**config.mk**
```make
export PLATFORM = sky130hd
export DESIGN_NAME = abr_sha3_squeeze_ctrl
export DESIGN_NICKNAME = d
export VERILOG_FILES = /design/src/rtl/abr_sha3_pkg.sv /design/src/rtl/abr_sha3_squeeze_cnt.sv /design/src/rtl/abr_sha3_squeeze_ctrl.sv
export SDC_FILE = /design/constraint.sdc
export NUM_CORES = 1
export LEC_CHECK = 0
export CAP_MARGIN = 20
export CORE_AREA = 4 4 654 656
export DETAILED_ROUTE_END_ITERATION = 6
export DIE_AREA = 0 0 658 660
export PLACE_DENSITY_LB_ADDON = 0.25
export SETUP_SLACK_MARGIN = 0.05
export SYNTH_ARGS = -nofsm -noshare
export SYNTH_HDL_FRONTEND = slang
export SYNTH_HIERARCHICAL = 1
export SYNTH_SLANG_ARGS = --single-unit
```
**constraint.sdc**
```tcl
create_clock -name clk_i -period 2.55 [get_ports clk_i]
set_input_delay 0.3825 -clock clk_i [delete_from_list [all_inputs] [get_ports clk_i]]
set_output_delay 0.3825 -clock clk_i [all_outputs]
set_load 0.02 [all_outputs]
```
**src/rtl/abr_sha3_pkg.sv**
```systemverilog
// Shared SHA3 types: keccak strengths, mubi4 encoding,
// squeeze FSM sparse codes and rate helpers.
package abr_sha3_pkg;

  localparam int StateW = 1600;
  localparam int IdxW   = 6;

  typedef enum logic [2:0] {
    L128 = 3'd0,
    L224 = 3'd1,
    L256 = 3'd2,
    L384 = 3'd3,
    L512 = 3'd4
  } keccak_strength_e;

  typedef logic [3:0] mubi4_t;
  localparam mubi4_t MuBi4True  = 4'h6;
  localparam mubi4_t MuBi4False = 4'h9;

  localparam int RateL128 = 1344;
  localparam int RateL224 = 1152;
  localparam int RateL256 = 1088;
  localparam int RateL384 = 832;
  localparam int RateL512 = 576;

  // Codewords of a (6,3) code: pairwise distance >= 3
  typedef enum logic [5:0] {
    SqIdle       = 6'b100110,
    SqWaitAbsorb = 6'b010101,
    SqWaitValid  = 6'b001011,
    SqStream     = 6'b110011,
    SqWaitRun    = 6'b101101,
    SqTerminal   = 6'b011110
  } squeeze_st_sparse_e;

  function automatic logic mubi4_test_true_strict(
    input mubi4_t v
  );
    return v == MuBi4True;
  endfunction

  function automatic logic [IdxW-1:0] rate_words(
    input keccak_strength_e s,
    input int ow
  );
    int bits;
    case (s)
      L128:    bits = RateL128;
      L224:    bits = RateL224;
      L256:    bits = RateL256;
      L384:    bits = RateL384;
      L512:    bits = RateL512;
      default: bits = 0;
    endcase
    return IdxW'(bits / ow);
  endfunction

endpackage

```
**src/rtl/abr_sha3_squeeze_cnt.sv**
```systemverilog
// Squeeze word counters: word index within the rate block,
// remaining words, boundary/last compares and range check.
module abr_sha3_squeeze_cnt
  import abr_sha3_pkg::*;
#(
  parameter int LenW = 16
) (
  input  logic            clk_i,
  input  logic            rst_b,
  input  logic            zeroize,
  input  logic            load,
  input  logic [LenW-1:0] len,
  input  logic [IdxW-1:0] rate_in,
  input  logic            adv,
  output logic [IdxW-1:0] word_idx,
  output logic            last,
  output logic            boundary,
  output logic            count_error
);

  logic [LenW-1:0] remaining;
  logic [IdxW-1:0] rate;

  always_ff @(posedge clk_i or negedge rst_b) begin
    if (!rst_b) begin
      remaining <= '0;
      word_idx  <= '0;
      rate      <= '0;
    end else if (zeroize) begin
      remaining <= '0;
      word_idx  <= '0;
      rate      <= '0;
    end else if (load) begin
      remaining <= len;
      word_idx  <= '0;
      rate      <= rate_in;
    end else if (adv) begin
      remaining <= remaining - LenW'(1);
      word_idx  <= boundary ? '0 : word_idx + IdxW'(1);
    end
  end

  assign last     = remaining == LenW'(1);
  assign boundary = word_idx == rate - IdxW'(1);
  // rate is zero only before the first job
  assign count_error = (rate != '0) && (word_idx >= rate);

endmodule

```
**src/rtl/abr_sha3_squeeze_ctrl.sv**
```systemverilog
// SHA3 XOF squeeze sequencer: streams OutW-bit words and
// issues keccak run pulses at rate-block boundaries.
module abr_sha3_squeeze_ctrl
  import abr_sha3_pkg::*;
#(
  parameter  int OutW      = 64,
  parameter  int LenW      = 16,
  parameter  int EnMasking = 0,
  localparam int Share     = EnMasking ? 2 : 1
) (
  input  logic                         clk_i,
  input  logic                         rst_b,
  input  logic                         zeroize,
  input  logic                         start_i,
  input  logic [LenW-1:0]              out_len_i,
  input  keccak_strength_e             strength_i,
  input  mubi4_t                       absorbed_i,
  input  logic                         state_valid_i,
  input  logic [Share-1:0][StateW-1:0] state_i,
  input  logic                         block_processed_i,
  output logic                         run_o,
  output logic                         state_valid_hold_o,
  output logic                         out_valid_o,
  input  logic                         out_ready_i,
  output logic [Share-1:0][OutW-1:0]   out_data_o,
  output logic                         out_last_o,
  output logic                         busy_o,
  output logic                         done_o,
  output logic                         error_o,
  output logic                         sparse_fsm_error_o,
  output logic                         count_error_o
);

  squeeze_st_sparse_e state_q, state_d;
  logic [IdxW-1:0] word_idx, rate_sel;
  logic last, boundary, count_err;
  logic load, hs, stream;
  logic run_d, done_d, err_d, fsm_err;
  logic run_q, done_q, err_q;

  assign rate_sel = rate_words(strength_i, OutW);
  assign stream   = state_q == SqStream;
  assign hs       = out_valid_o & out_ready_i;

  abr_sha3_squeeze_cnt #(
    .LenW (LenW)
  ) u_cnt (
    .clk_i       (clk_i),
    .rst_b       (rst_b),
    .zeroize     (zeroize),
    .load        (load),
    .len         (out_len_i),
    .rate_in     (rate_sel),
    .adv         (hs),
    .word_idx    (word_idx),
    .last        (last),
    .boundary    (boundary),
    .count_error (count_err)
  );

  always_comb begin
    state_d = state_q;
    run_d   = 1'b0;
    done_d  = 1'b0;
    err_d   = 1'b0;
    load    = 1'b0;
    fsm_err = 1'b0;
    case (state_q)
      SqIdle: begin
        if (start_i) begin
          if (rate_sel == '0) begin
            err_d = 1'b1;
          end else begin
            load = 1'b1;
            if (out_len_i == '0) done_d  = 1'b1;
            else                 state_d = SqWaitAbsorb;
          end
        end
      end
      SqWaitAbsorb: begin
        if (mubi4_test_true_strict(absorbed_i))
          state_d = SqWaitValid;
      end
      SqWaitValid: begin
        if (state_valid_i) state_d = SqStream;
      end
      SqStream: begin
        // last word wins over a coincident block boundary
        if (hs && last) begin
          done_d  = 1'b1;
          state_d = SqIdle;
        end else if (hs && boundary) begin
          run_d   = 1'b1;
          state_d = SqWaitRun;
        end
      end
      SqWaitRun: begin
        if (block_processed_i) state_d = SqWaitValid;
      end
      SqTerminal: begin
        fsm_err = 1'b1;
      end
      default: begin
        fsm_err = 1'b1;
        state_d = SqTerminal;
      end
    endcase
    if (start_i && state_q != SqIdle) err_d = 1'b1;
    if (count_err) state_d = SqTerminal;
  end

  always_ff @(posedge clk_i or negedge rst_b) begin
    if (!rst_b) begin
      state_q <= SqIdle;
      run_q   <= 1'b0;
      done_q  <= 1'b0;
      err_q   <= 1'b0;
    end else if (zeroize) begin
      state_q <= SqIdle;
      run_q   <= 1'b0;
      done_q  <= 1'b0;
      err_q   <= 1'b0;
    end else begin
      state_q <= state_d;
      run_q   <= run_d;
      done_q  <= done_d;
      err_q   <= err_d;
    end
  end

  for (genvar s = 0; s < Share; s++) begin : g_share
    logic [StateW-1:0] sh;
    assign sh = state_i[s] >> (32'(word_idx) * 32'(OutW));
    assign out_data_o[s] = stream ? sh[OutW-1:0] : '0;
  end

  assign out_valid_o        = stream & state_valid_i;
  assign out_last_o         = stream & last;
  assign state_valid_hold_o = stream;
  assign busy_o             = state_q != SqIdle;
  assign run_o              = run_q;
  assign done_o             = done_q;
  assign error_o            = err_q;
  assign sparse_fsm_error_o = fsm_err;
  assign count_error_o      = count_err;

endmodule
```
==> run_summary.xml, run 1 <==
<?xml version="1.0" encoding="UTF-8"?>
<metrics>
  <group name="status">
    <metric name="status" unit="">finished, violations left</metric>
    <metric name="failed_checks" unit="">negative setup slack</metric>
  </group>
  <group name="placed_design">
    <metric name="portBuffers" unit="">1702</metric>
    <metric name="hpwl" unit="µm">283500</metric>
    <metric name="globalplace.congestion" unit="">0.9263</metric>
  </group>
  <group name="cts">
    <metric name="cts.sink_count" unit="">37</metric>
    <metric name="clock_slew_at_the_register_clock_pins_of_the_worst_setup_and_hold_paths" unit="ns">0.08</metric>
    <metric name="cts_tree" unit="">done</metric>
    <metric name="worst_skew_pair_latency" unit="ns">0.31</metric>
    <metric name="cts-buffers-inserted" unit="">5</metric>
    <metric name="cts-root-to-sink-buffers" unit="">2</metric>
    <metric name="h-tree-depth" unit="">2</metric>
    <metric name="cts_root_buffer_type" unit="">sky130_fd_sc_hd__clkbuf_16</metric>
  </group>
  <group name="worst_setup_path">
    <metric name="crit_path_end_kind" unit="">output port</metric>
    <metric name="worst_ep_required_time" unit="ns">2.17</metric>
    <metric name="worst-setup-path-type" unit="">register to output port</metric>
    <metric name="critical_path_peak_fanout" unit="">13</metric>
    <metric name="cp_num_buf_inv" unit="">7</metric>
    <metric name="reg2reg_from" unit="">u_cnt/word_idx[0]</metric>
    <metric name="crit_path_max_incr_delay" unit="ns">0.53</metric>
    <metric name="setup.worst_path.start_class" unit="">register</metric>
    <metric name="crit_family" unit="">buffers and inverters</metric>
    <metric name="startpoint" unit="">u_cnt/word_idx[1]</metric>
    <metric name="crit_chain" unit="">buf_12 -&gt; buf_4 -&gt; buf_12 -&gt; buf_16 -&gt; buf_4 -&gt; mux4_2 -&gt; mux2_2 -&gt; a221oi_1 -&gt; buf_4 -&gt; a2111oi_4 -&gt; buf_12</metric>
    <metric name="cp.arrival" unit="ns">3.04</metric>
    <metric name="cpMaxStageDelayCell" unit="">sky130_fd_sc_hd__dfrtp_4</metric>
  </group>
  <group name="global_route">
    <metric name="first_pass_grt_wire_length" unit="µm">360100</metric>
    <metric name="first_global_vias" unit="">25040</metric>
    <metric name="initial_antenna_violation_count" unit="">291</metric>
    <metric name="grt_overflow_total" unit="">0</metric>
    <metric name="globalRouteTotalUtil" unit="%">13.33</metric>
    <metric name="grt_max_degree" unit="">38</metric>
  </group>
  <group name="logic_synthesis">
    <metric name="number_of_enable_type_register_cells_in_the_synthesized_netlist" unit="">0</metric>
    <metric name="synth-warning-count" unit="">6</metric>
    <metric name="postSynth.asyncResetShare" unit="%">100.0</metric>
    <metric name="synth-main-ff-cell" unit="">sky130_fd_sc_hd__dfrtp_1</metric>
    <metric name="post_synth_main_area_contributors" unit="">sky130_fd_sc_hd__mux4_2, sky130_fd_sc_hd__dfrtp_1, sky130_fd_sc_hd__mux2i_1</metric>
    <metric name="synth_seq_area_share" unit="%">5.984</metric>
    <metric name="synth.largest_area_cell" unit="">sky130_fd_sc_hd__mux4_2</metric>
    <metric name="yosys_register_bits" unit="">37</metric>
    <metric name="synth.lib_cells_used.distinct" unit="">60</metric>
    <metric name="synthesis.nets" unit="">2877</metric>
    <metric name="syn_area_per_cell" unit="µm²">12.56</metric>
    <metric name="post_synth_inst_count" unit="">1237</metric>
    <metric name="netlist_area" unit="µm²">15530</metric>
    <metric name="synth_top_area_share" unit="%">55.82</metric>
  </group>
  <group name="min_path">
    <metric name="holdCritPathClass" unit="">input port to async pin</metric>
  </group>
  <group name="final_layout">
    <metric name="final-seq-area" unit="µm²">940.9</metric>
    <metric name="mostFrequentLayoutCell" unit="">sky130_fd_sc_hd__clkdlybuf4s50_1</metric>
    <metric name="layout-drive-gt1-share" unit="%">41.69</metric>
    <metric name="area_of_the_multi_input_gates" unit="µm²">16560</metric>
    <metric name="areaGrowthSynthToFinish" unit="%">216.0</metric>
    <metric name="filler_cell_count" unit="">48171</metric>
    <metric name="final_net_count" unit="">5031</metric>
    <metric name="postLayoutCoreUtil" unit="%">11.63</metric>
    <metric name="final_cell_mix" unit="">sky130_fd_sc_hd__clkdlybuf4s50_1, sky130_fd_sc_hd__buf_4, sky130_fd_sc_hd__mux4_2</metric>
  </group>
  <group name="route">
    <metric name="detail_route.vias_per_cell" unit="">2.664</metric>
    <metric name="via_count" unit="">24312</metric>
    <metric name="wire_per_inst" unit="µm">33.89</metric>
    <metric name="detail_route.iter0.violations" unit="">1559</metric>
    <metric name="drtPass1Iterations" unit="">5</metric>
    <metric name="postRouteWirelength" unit="µm">309200</metric>
    <metric name="detail-route-antenna-nets" unit="">0</metric>
    <metric name="route.detailed.drc" unit="">0</metric>
  </group>
  <group name="floorplan">
    <metric name="core-area" unit="µm²">422200</metric>
    <metric name="chipHeight" unit="µm">660</metric>
    <metric name="die_w" unit="µm">658</metric>
    <metric name="start_util" unit="%">3.679</metric>
    <metric name="count_of_pins_on_the_block_boundary" unit="">1703</metric>
    <metric name="num_rows" unit="">239</metric>
    <metric name="die_area" unit="µm²">434300</metric>
  </group>
  <group name="timing">
    <metric name="layout_setup_ws" unit="ns">-0.8737</metric>
    <metric name="fin_skew" unit="ns">0.01473</metric>
    <metric name="setup_total_negative_slack" unit="ns">-49.20</metric>
    <metric name="final_min_period_over_clock_period" unit="%">134.3</metric>
    <metric name="timing.fmax" unit="GHz">0.2921</metric>
    <metric name="worst-slew-pin-transition" unit="ns">0.7317</metric>
    <metric name="timing_hold_violations_final" unit="">0</metric>
    <metric name="period_minus_slack" unit="ns">3.424</metric>
    <metric name="timing_max_transition_violations_final" unit="">0</metric>
    <metric name="grt_setup_unrepaired" unit="">yes</metric>
    <metric name="relSlewSlack" unit="%">51.22</metric>
    <metric name="number_of_failing_setup_endpoints_in_the_final_timing_report" unit="">71</metric>
  </group>
  <group name="power_and_ir_drop">
    <metric name="max-vdd-ir-drop" unit="µV">213.9</metric>
    <metric name="post-layout-total-power" unit="µW">5946</metric>
    <metric name="pwr_density_cell" unit="nW/µm²">121.1</metric>
    <metric name="power.leakage" unit="µW">0.01514</metric>
  </group>
  <group name="run">
    <metric name="total_of_max_cap_violations" unit="">0</metric>
  </group>
</metrics>
==> flip-flops by register name, summed over array words and instances (netlist names) <==
register,flops
done_o,1
error_o,1
run_o,1
state_q,6
u_cnt/rate,6
u_cnt/remaining,16
u_cnt/word_idx,6
==> final timing paths <==
check                                      endpoint  slack, ns  cells past startpoint
worst max-delay path                 out_data_o[56]      -0.87                     11
worst min-delay path            u_cnt/remaining[12]       0.47                      2
worst max register to register           state_q[4]      -0.39                     15
worst min register to register  u_cnt/remaining[11]       0.54                      2
max in group asynchronous                state_q[1]       1.78                      2
min in group clk_i              u_cnt/remaining[11]       0.54                      2
==> worst register-to-register path, stage by stage, from the launching register on <==
cell,delay [ns]
sky130_fd_sc_hd__dfrtp_4,0.55
sky130_fd_sc_hd__buf_16,0.20
sky130_fd_sc_hd__buf_16,0.21
sky130_fd_sc_hd__buf_12,0.13
sky130_fd_sc_hd__buf_12,0.12
sky130_fd_sc_hd__inv_6,0.05
sky130_fd_sc_hd__ha_4,0.19
sky130_fd_sc_hd__nand2b_4,0.13
sky130_fd_sc_hd__a21oi_2,0.14
sky130_fd_sc_hd__nor2b_2,0.07
sky130_fd_sc_hd__o2111ai_2,0.21
sky130_fd_sc_hd__a32oi_2,0.12
sky130_fd_sc_hd__nor2_2,0.17
sky130_fd_sc_hd__o21ai_1,0.08
sky130_fd_sc_hd__buf_4,0.17
sky130_fd_sc_hd__mux2_4,0.30
==> area by class of cell <==
| type | instances | area share, % |
|---|---|---|
| diodes | 70 | 0.3568 |
| repair buffers | 2313 | 49.03 |
| multi-input cells | 1013 | 33.73 |
| well taps | 5663 | 14.43 |
| clock inverters | 2 | 0.07901 |
| inverters | 21 | 0.1911 |
| flip-flops and latches | 37 | 1.917 |
| clock buffers | 6 | 0.2625 |
==> synthesized netlist by cell type, types with 10 or more instances <==
library cell                count
sky130_fd_sc_hd__nand3_1       10
sky130_fd_sc_hd__buf_4         26
sky130_fd_sc_hd__dfrtp_1       34
sky130_fd_sc_hd__a221oi_1      63
sky130_fd_sc_hd__nor2_1        38
sky130_fd_sc_hd__buf_6         12
sky130_fd_sc_hd__nor2b_1       67
sky130_fd_sc_hd__mux4_2       385
sky130_fd_sc_hd__o21ai_0       17
sky130_fd_sc_hd__a2111oi_0     63
sky130_fd_sc_hd__inv_1         21
sky130_fd_sc_hd__mux2i_1       77
sky130_fd_sc_hd__ha_1          10
sky130_fd_sc_hd__a211oi_1      65
sky130_fd_sc_hd__nor3_1        13
sky130_fd_sc_hd__a21oi_1       21
sky130_fd_sc_hd__nand2_1       18
sky130_fd_sc_hd__buf_2         61
sky130_fd_sc_hd__mux2_2        66
sky130_fd_sc_hd__clkbuf_1      64
sky130_fd_sc_hd__xnor2_1       14
==> power by group <==
part	switching, µW	leakage [µW]	total [µW]	internal (µW)
registers	15.3	0.000494	627	611
logic	1470	0.0146	4520	3050
clock network	330	0.0000815	797	467
total	1820	0.0151	5950	4130
==> layer usage <==
layer | vias up | share of wire (%) | GRT usage [%] | wire length [µm]
met5 | - | 0.25 | 0 | 781
met4 | 116 | 2.0 | 1.198 | 6211
met3 | 514 | 8.4 | 4.254 | 25900
met2 | 1534 | 52 | 25.12 | 161300
met1 | 12183 | 37 | 15.01 | 115000
li1 | 9965 | - | - | -
==> cell families (layout without fill, tap and decap cells) <==
kind of cell    count (synthesis)  after routing  share of synthesized area, %
fa+ha+maj                      10             10                        0.8054
compound gates                257            257                         12.84
mux                           528            528                         65.56
xor+xnor                       20             20                         1.128
other cells                     1             71                       0.02414
simple gates                  197            197                         7.442
buf+inv                       187           2342                         6.218
flops                          37             37                         5.984
==> what timing repair did <==
action | 4_1_cts | 5_1_grt
setup endpoints to repair | 87 | 90
pin swaps | 32 | 111
hold endpoints to repair | 0 | 0
gates cloned | 7 | 11
hold buffers | 0 | 0
resized for setup | 296 | 375
setup buffers | 35 | 141
==> stage by stage <==
step | cell area (µm²) | hold WS (ns) | cells | setup slack [ns]
2_1_floorplan | 16590 | 0.08691 | 1237 | -0.1640
3_3_place_gp | 44370 | 0.5107 | 8874 | -1.424
3_5_place_dp | 44390 | 0.5094 | 8875 | -1.239
4_1_cts | 46160 | 0.4673 | 8925 | -1.059
5_1_grt | 48940 | 0.4725 | 9064 | -1.022
6_report | 49090 | 0.4692 | 9125 | -0.8737
(Power assumes the default switching activity.)
==> run 2: changes to the inputs <==
CORE_AREA = 4 4 661 663   (was 4 4 654 656)
CTS_BUF_LIST = sky130_fd_sc_hd__clkbuf_8   (was default)
DIE_AREA = 0 0 665 667   (was 0 0 658 660)
==> run 2 against run 1 <==
The run still ends with negative setup slack left. Count of clock-buffer cells in the layout shrank 1. Power shrank 4.9%. Worst setup slack lost 0.016 ns. Highest routed layer unchanged. Fmax shrank 0.48%. First-iteration DRC count shrank 18%. Via count shrank 0.51%. Sequential cell count is the same. Critical path depth shrank 2. Die area grew 2.1%.
==> run_summary.xml, run 2 (synthesis results as in run 1) <==
<?xml version="1.0" encoding="UTF-8"?>
<metrics>
  <group name="worst_setup_path">
    <metric name="crit_path_end_kind" unit="">output port</metric>
    <metric name="critical_path_peak_fanout" unit="">6</metric>
    <metric name="worst-setup-path-type" unit="">register to output port</metric>
    <metric name="worst_r2r_endpoint" unit="">state_q[3]</metric>
    <metric name="reg2reg_from" unit="">u_cnt/word_idx[1]</metric>
    <metric name="ff_to_ff_path_depth" unit="">12</metric>
    <metric name="worst_ep_required_time" unit="ns">2.17</metric>
    <metric name="setup.worst_path.start_class" unit="">register</metric>
    <metric name="timing.reg2reg.setup_slack" unit="ns">-0.18</metric>
    <metric name="cp.arrival" unit="ns">3.06</metric>
  </group>
  <group name="timing">
    <metric name="fin_skew" unit="ns">0.01567</metric>
    <metric name="number_of_failing_setup_endpoints_in_the_final_timing_report" unit="">69</metric>
    <metric name="final_min_period_over_clock_period" unit="%">134.9</metric>
    <metric name="worst-slew-pin-transition" unit="ns">0.7014</metric>
    <metric name="layout_setup_ws" unit="ns">-0.8902</metric>
    <metric name="holdWs" unit="ns">0.4834</metric>
    <metric name="timing_max_transition_violations_final" unit="">0</metric>
    <metric name="timing.fmax" unit="GHz">0.2907</metric>
    <metric name="timing_hold_violations_final" unit="">0</metric>
    <metric name="period_minus_slack" unit="ns">3.440</metric>
    <metric name="grt_setup_unrepaired" unit="">yes</metric>
    <metric name="relSlewSlack" unit="%">51.90</metric>
    <metric name="setup_total_negative_slack" unit="ns">-50.28</metric>
  </group>
  <group name="floorplan">
    <metric name="core-area" unit="µm²">430300</metric>
    <metric name="start_util" unit="%">3.610</metric>
    <metric name="die_area" unit="µm²">443600</metric>
    <metric name="chipHeight" unit="µm">667</metric>
    <metric name="num_rows" unit="">241</metric>
    <metric name="count_of_pins_on_the_block_boundary" unit="">1703</metric>
    <metric name="die_w" unit="µm">665</metric>
  </group>
  <group name="global_route">
    <metric name="initial_antenna_violation_count" unit="">307</metric>
    <metric name="grt_overflow_total" unit="">0</metric>
    <metric name="globalRouteTotalUtil" unit="%">13.31</metric>
    <metric name="first_global_vias" unit="">25202</metric>
    <metric name="first_pass_grt_wire_length" unit="µm">365900</metric>
    <metric name="grt_max_degree" unit="">28</metric>
  </group>
  <group name="power_and_ir_drop">
    <metric name="p_switching" unit="µW">1744</metric>
    <metric name="max-vdd-ir-drop" unit="µV">185.1</metric>
    <metric name="share_seq_of_total_power" unit="%">11.2</metric>
    <metric name="post-layout-total-power" unit="µW">5652</metric>
    <metric name="netSwitchingFraction" unit="%">30.85</metric>
    <metric name="power_frac_clock" unit="%">10.1</metric>
    <metric name="p_comb_share" unit="%">78.8</metric>
    <metric name="power_report.internal_total" unit="µW">3908</metric>
    <metric name="power.leakage" unit="µW">0.01467</metric>
    <metric name="pwr_density_cell" unit="nW/µm²">117.1</metric>
  </group>
  <group name="route">
    <metric name="met3_length" unit="µm">28450</metric>
    <metric name="maxUsedRoutingLayer" unit="">met5</metric>
    <metric name="via_count" unit="">24189</metric>
    <metric name="detail_route.vias_per_cell" unit="">2.649</metric>
    <metric name="postRouteWirelength" unit="µm">310600</metric>
    <metric name="wl_met1" unit="µm">113200</metric>
    <metric name="met2WireLength" unit="µm">161800</metric>
    <metric name="detail-route-antenna-nets" unit="">0</metric>
    <metric name="wire_per_inst" unit="µm">34.02</metric>
    <metric name="drtPass1Iterations" unit="">5</metric>
    <metric name="detail_route.iter0.violations" unit="">1281</metric>
    <metric name="route.detailed.drc" unit="">0</metric>
  </group>
  <group name="final_layout">
    <metric name="largest_register_by_flop_count" unit="">u_cnt/remaining</metric>
    <metric name="area_of_the_multi_input_gates" unit="µm²">16380</metric>
    <metric name="final_net_count" unit="">4983</metric>
    <metric name="finalInstanceArea" unit="µm²">48270</metric>
    <metric name="final_cell_mix" unit="">sky130_fd_sc_hd__clkdlybuf4s50_1, sky130_fd_sc_hd__buf_4, sky130_fd_sc_hd__mux4_2</metric>
    <metric name="mostFrequentLayoutCell" unit="">sky130_fd_sc_hd__clkdlybuf4s50_1</metric>
    <metric name="filler_cell_count" unit="">48993</metric>
    <metric name="largest_register_ffs" unit="">16</metric>
    <metric name="layout-drive-gt1-share" unit="%">39.77</metric>
    <metric name="final-seq-area" unit="µm²">940.9</metric>
    <metric name="areaGrowthSynthToFinish" unit="%">210.7</metric>
  </group>
  <group name="placed_design">
    <metric name="hpwl" unit="µm">289100</metric>
    <metric name="placed_area" unit="µm²">44480</metric>
    <metric name="globalplace.congestion" unit="">0.9189</metric>
    <metric name="portBuffers" unit="">1702</metric>
    <metric name="post-place-ws" unit="ns">-1.180</metric>
  </group>
  <group name="min_path">
    <metric name="holdCritPathClass" unit="">input port to async pin</metric>
  </group>
  <group name="cts">
    <metric name="cts-buffers-inserted" unit="">5</metric>
    <metric name="worst_skew_pair_latency" unit="ns">0.32</metric>
    <metric name="cts_tree" unit="">done</metric>
    <metric name="cts_hold_buffers_added" unit="">0</metric>
    <metric name="cts_root_buffer_type" unit="">sky130_fd_sc_hd__clkbuf_8</metric>
    <metric name="clock_slew_at_the_register_clock_pins_of_the_worst_setup_and_hold_paths" unit="ns">0.10</metric>
    <metric name="h-tree-depth" unit="">2</metric>
    <metric name="cts.sink_count" unit="">37</metric>
    <metric name="cts-root-to-sink-buffers" unit="">2</metric>
  </group>
  <group name="status">
    <metric name="failed_checks" unit="">negative setup slack</metric>
    <metric name="status" unit="">finished, violations left</metric>
  </group>
  <group name="run">
    <metric name="total_of_max_cap_violations" unit="">0</metric>
  </group>
</metrics>
[run 2: worst max path at each step]
| stage | startpoint | to | slack [ns] | cells past startpoint |
|---|---|---|---|---|
| after floorplan | u_cnt/word_idx[1] | out_data_o[0] | -0.16 | 7 |
| after global placement | u_cnt/word_idx[0] | out_data_o[19] | -1.20 | 8 |
| after detailed placement | u_cnt/word_idx[0] | out_data_o[21] | -1.18 | 8 |
| after CTS | u_cnt/word_idx[0] | out_data_o[59] | -0.98 | 9 |
| after global routing | u_cnt/word_idx[0] | out_data_o[16] | -1.0 | 12 |
| final | u_cnt/word_idx[0] | out_data_o[45] | -0.89 | 9 |
[run 2: power by group through the flow]
stage	Sequential [µW]	Combinational, µW	Clock (µW)
floorplan	645	784	0
global placement	638	4330	0
detailed placement	639	4340	0
CTS	630	4470	594
global route	633	4650	615
finish	630	4450	568
[run 2: layer usage]
layer / global-route usage (%) / vias up
met1: 14.41 / 12136
met2: 25.02 / 1541
met3: 5.118 / 515
met4: 1.412 / 132
li1: - / 9865
met5: 0 / -
[run 2: what timing repair did]
action | CTS | global route
gates resized for setup | 457 | 134
cloned | 9 | 1
pin swaps | 65 | 69
setup endpoints to repair | 78 | 85
endpoints found under the hold margin | 0 | 0
setup buffers | 86 | 44
[run 2: critical path, cell delays in order, from the launching register on]
cell	delay (ns)
sky130_fd_sc_hd__dfrtp_4	0.42
sky130_fd_sc_hd__buf_12	0.15
sky130_fd_sc_hd__buf_12	0.16
sky130_fd_sc_hd__buf_16	0.19
sky130_fd_sc_hd__buf_16	0.14
sky130_fd_sc_hd__mux4_2	0.56
sky130_fd_sc_hd__nor2b_4	0.16
sky130_fd_sc_hd__a211oi_4	0.54
sky130_fd_sc_hd__a2111oi_4	0.14
sky130_fd_sc_hd__buf_4	0.21
[run 2: layout make-up]
class	instances	area share (%)
repair buffers	2265	48.45
multi-input cells	1013	33.95
well taps	5710	14.80
flip-flops and latches	37	1.949
diodes	77	0.3992
inverters	21	0.2100
clock buffers	5	0.1426
clock inverters	3	0.09591
[run 2: per-stage QoR]
step	utilization (%)	instances
2_1_floorplan	-	1237
5_1_grt	11.18	9066
6_report	11.22	9131
3_3_place_gp	10.34	8920
3_5_place_dp	10.34	8920
4_1_cts	10.98	9018
==> run 3: changes to the inputs <==
CORE_AREA = 2 2 659 661   (was 4 4 661 663)
DIE_AREA = 0 0 661 663   (was 0 0 665 667)
==> run 3 against run 2 <==
The run still ends with negative setup slack left. Via count rose by 0.53%. Sequential share of layout area barely moved. Utilization barely moved. Clock skew rose by 0.00064 ns. Fmax fell by 0.24%. Clock power rose by 2%.
==> run_summary.xml, run 3 (synthesis results as in run 1) <==
<?xml version="1.0" encoding="UTF-8"?>
<metrics>
  <group name="cts">
    <metric name="cts_tree" unit="">done</metric>
    <metric name="cts-buffers-inserted" unit="">5</metric>
    <metric name="clock_slew_at_the_register_clock_pins_of_the_worst_setup_and_hold_paths" unit="ns">0.09</metric>
    <metric name="worst_skew_pair_latency" unit="ns">0.32</metric>
    <metric name="cts-root-to-sink-buffers" unit="">2</metric>
    <metric name="cts_hold_buffers_added" unit="">0</metric>
    <metric name="cts_root_buffer_type" unit="">sky130_fd_sc_hd__clkbuf_8</metric>
    <metric name="cts.sink_count" unit="">37</metric>
    <metric name="h-tree-depth" unit="">2</metric>
  </group>
  <group name="floorplan">
    <metric name="core-area" unit="µm²">432100</metric>
    <metric name="num_rows" unit="">242</metric>
    <metric name="die_w" unit="µm">661</metric>
    <metric name="die_area" unit="µm²">438200</metric>
    <metric name="start_util" unit="%">3.595</metric>
    <metric name="chipHeight" unit="µm">663</metric>
    <metric name="count_of_pins_on_the_block_boundary" unit="">1703</metric>
  </group>
  <group name="route">
    <metric name="detail-route-antenna-nets" unit="">0</metric>
    <metric name="route.detailed.drc" unit="">0</metric>
    <metric name="wire_per_inst" unit="µm">33.91</metric>
    <metric name="detail_route.vias_per_cell" unit="">2.668</metric>
    <metric name="detail_route.iter0.violations" unit="">1322</metric>
    <metric name="drtPass1Iterations" unit="">5</metric>
    <metric name="via_count" unit="">24317</metric>
    <metric name="postRouteWirelength" unit="µm">309100</metric>
  </group>
  <group name="final_layout">
    <metric name="largest_register_by_flop_count" unit="">u_cnt/remaining</metric>
    <metric name="final_net_count" unit="">4964</metric>
    <metric name="layout.cells.non_filler" unit="">9113</metric>
    <metric name="largest_register_ffs" unit="">16</metric>
    <metric name="layout-drive-gt1-share" unit="%">40.39</metric>
    <metric name="areaGrowthSynthToFinish" unit="%">213.1</metric>
    <metric name="mostFrequentLayoutCell" unit="">sky130_fd_sc_hd__clkdlybuf4s50_1</metric>
    <metric name="finalInstanceArea" unit="µm²">48640</metric>
    <metric name="final_cell_mix" unit="">sky130_fd_sc_hd__clkdlybuf4s50_1, sky130_fd_sc_hd__mux4_2, sky130_fd_sc_hd__buf_4</metric>
  </group>
  <group name="worst_setup_path">
    <metric name="startpoint" unit="">u_cnt/word_idx[0]</metric>
    <metric name="crit_path_max_incr_delay" unit="ns">0.52</metric>
    <metric name="critPathCapture" unit="">out_data_o[10]</metric>
    <metric name="worst_ep_required_time" unit="ns">2.17</metric>
    <metric name="reg2reg_from" unit="">u_cnt/word_idx[0]</metric>
    <metric name="crit_path_end_kind" unit="">output port</metric>
    <metric name="critical_path_peak_fanout" unit="">8</metric>
    <metric name="worst-setup-path-type" unit="">register to output port</metric>
    <metric name="cp_num_buf_inv" unit="">6</metric>
    <metric name="path_depth" unit="">10</metric>
    <metric name="crit_chain" unit="">buf_12 -&gt; buf_16 -&gt; buf_6 -&gt; buf_6 -&gt; mux4_2 -&gt; mux2_4 -&gt; a221oi_4 -&gt; buf_4 -&gt; a2111oi_4 -&gt; buf_4</metric>
    <metric name="ff_to_ff_path_depth" unit="">16</metric>
    <metric name="setup.worst_path.start_class" unit="">register</metric>
    <metric name="timing.reg2reg.setup_slack" unit="ns">-0.30</metric>
    <metric name="worst_r2r_endpoint" unit="">state_q[3]</metric>
    <metric name="crit_family" unit="">buffers and inverters</metric>
    <metric name="cp.arrival" unit="ns">3.07</metric>
    <metric name="cpMaxStageDelayCell" unit="">sky130_fd_sc_hd__dfrtp_4</metric>
  </group>
  <group name="placed_design">
    <metric name="hpwl" unit="µm">285700</metric>
    <metric name="placed_area" unit="µm²">44030</metric>
    <metric name="placed_cells_incl_taps" unit="">8903</metric>
    <metric name="portBuffers" unit="">1702</metric>
    <metric name="globalplace.congestion" unit="">0.8933</metric>
  </group>
  <group name="power_and_ir_drop">
    <metric name="power.leakage" unit="µW">0.01470</metric>
    <metric name="pwr_density_cell" unit="nW/µm²">117.2</metric>
    <metric name="max-vdd-ir-drop" unit="µV">142.8</metric>
    <metric name="post-layout-total-power" unit="µW">5699</metric>
  </group>
  <group name="timing">
    <metric name="final_min_period_over_clock_period" unit="%">135.2</metric>
    <metric name="relSlewSlack" unit="%">52.60</metric>
    <metric name="timing_max_transition_violations_final" unit="">0</metric>
    <metric name="grt_setup_unrepaired" unit="">yes</metric>
    <metric name="fin_skew" unit="ns">0.01631</metric>
    <metric name="holdWs" unit="ns">0.4490</metric>
    <metric name="timing_hold_violations_final" unit="">0</metric>
    <metric name="setup_total_negative_slack" unit="ns">-48.13</metric>
    <metric name="layout_setup_ws" unit="ns">-0.8984</metric>
    <metric name="worst-slew-pin-transition" unit="ns">0.7087</metric>
    <metric name="period_minus_slack" unit="ns">3.448</metric>
    <metric name="timing.fmax" unit="GHz">0.2900</metric>
    <metric name="number_of_failing_setup_endpoints_in_the_final_timing_report" unit="">71</metric>
  </group>
  <group name="global_route">
    <metric name="grt_overflow_total" unit="">0</metric>
    <metric name="initial_antenna_violation_count" unit="">309</metric>
    <metric name="first_pass_grt_wire_length" unit="µm">366100</metric>
    <metric name="grt_max_degree" unit="">36</metric>
    <metric name="globalRouteTotalUtil" unit="%">13.48</metric>
    <metric name="first_global_vias" unit="">25408</metric>
  </group>
  <group name="min_path">
    <metric name="holdCritPathClass" unit="">input port to async pin</metric>
  </group>
  <group name="status">
    <metric name="failed_checks" unit="">negative setup slack</metric>
    <metric name="status" unit="">finished, violations left</metric>
  </group>
  <group name="run">
    <metric name="total_of_max_cap_violations" unit="">0</metric>
  </group>
</metrics>
## run 3: layer usage
metal	wire [µm]	global-route usage [%]	vias up
met3	25160	4.323	591
li1	-	-	9810
met1	114100	14.81	12280
met4	5640	1.488	156
met2	163100	25.64	1480
met5	1056	0	-
## run 3: worst min path at each step
stage                        start             endpoint  slack, ns  cells after the start
6_report                     rst_b   u_cnt/remaining[2]       0.45                      2
5_1_grt                      rst_b   u_cnt/remaining[2]       0.49                      2
4_1_cts                      rst_b   u_cnt/remaining[2]       0.46                      2
3_5_place_dp   u_cnt/remaining[11]  u_cnt/remaining[11]       0.50                      2
3_3_place_gp   u_cnt/remaining[15]  u_cnt/remaining[15]       0.56                      2
2_1_floorplan                rst_b               done_o       0.09                      0
## run 3: final cells by class
| cell class | instances | area, µm² |
|---|---|---|
| inverter | 21 | 91.34 |
| clock buffer | 6 | 82.58 |
| antenna | 54 | 135.1 |
| fill | 49134 | 383400 |
| tap | 5734 | 7174 |
| sequential | 37 | 940.9 |
| clock inverter | 2 | 37.54 |
| multi-input combinational | 1013 | 16910 |
| timing repair buffer | 2246 | 23280 |
## run 3: where the power goes
group | internal, µW | leakage [µW] | switching [µW]
sequential | 611 | 0.000494 | 19.6
clock | 319 | 0.0000578 | 260
combinational | 3030 | 0.0141 | 1460
total | 3960 | 0.0147 | 1740
## run 3: stage by stage
stage	util [%]	setup WS (ns)
finish	11.26	-0.8984
global route	11.25	-0.9304
CTS	10.96	-0.9609
detailed placement	10.19	-1.535
global placement	10.19	-1.571
floorplan	-	-0.1640
## run 3: repair_timing
action	in CTS	in global routing
cloned	10	4
endpoints found under the setup margin	98	77
pin swaps	92	96
setup buffers	86	73
resized for setup	522	148
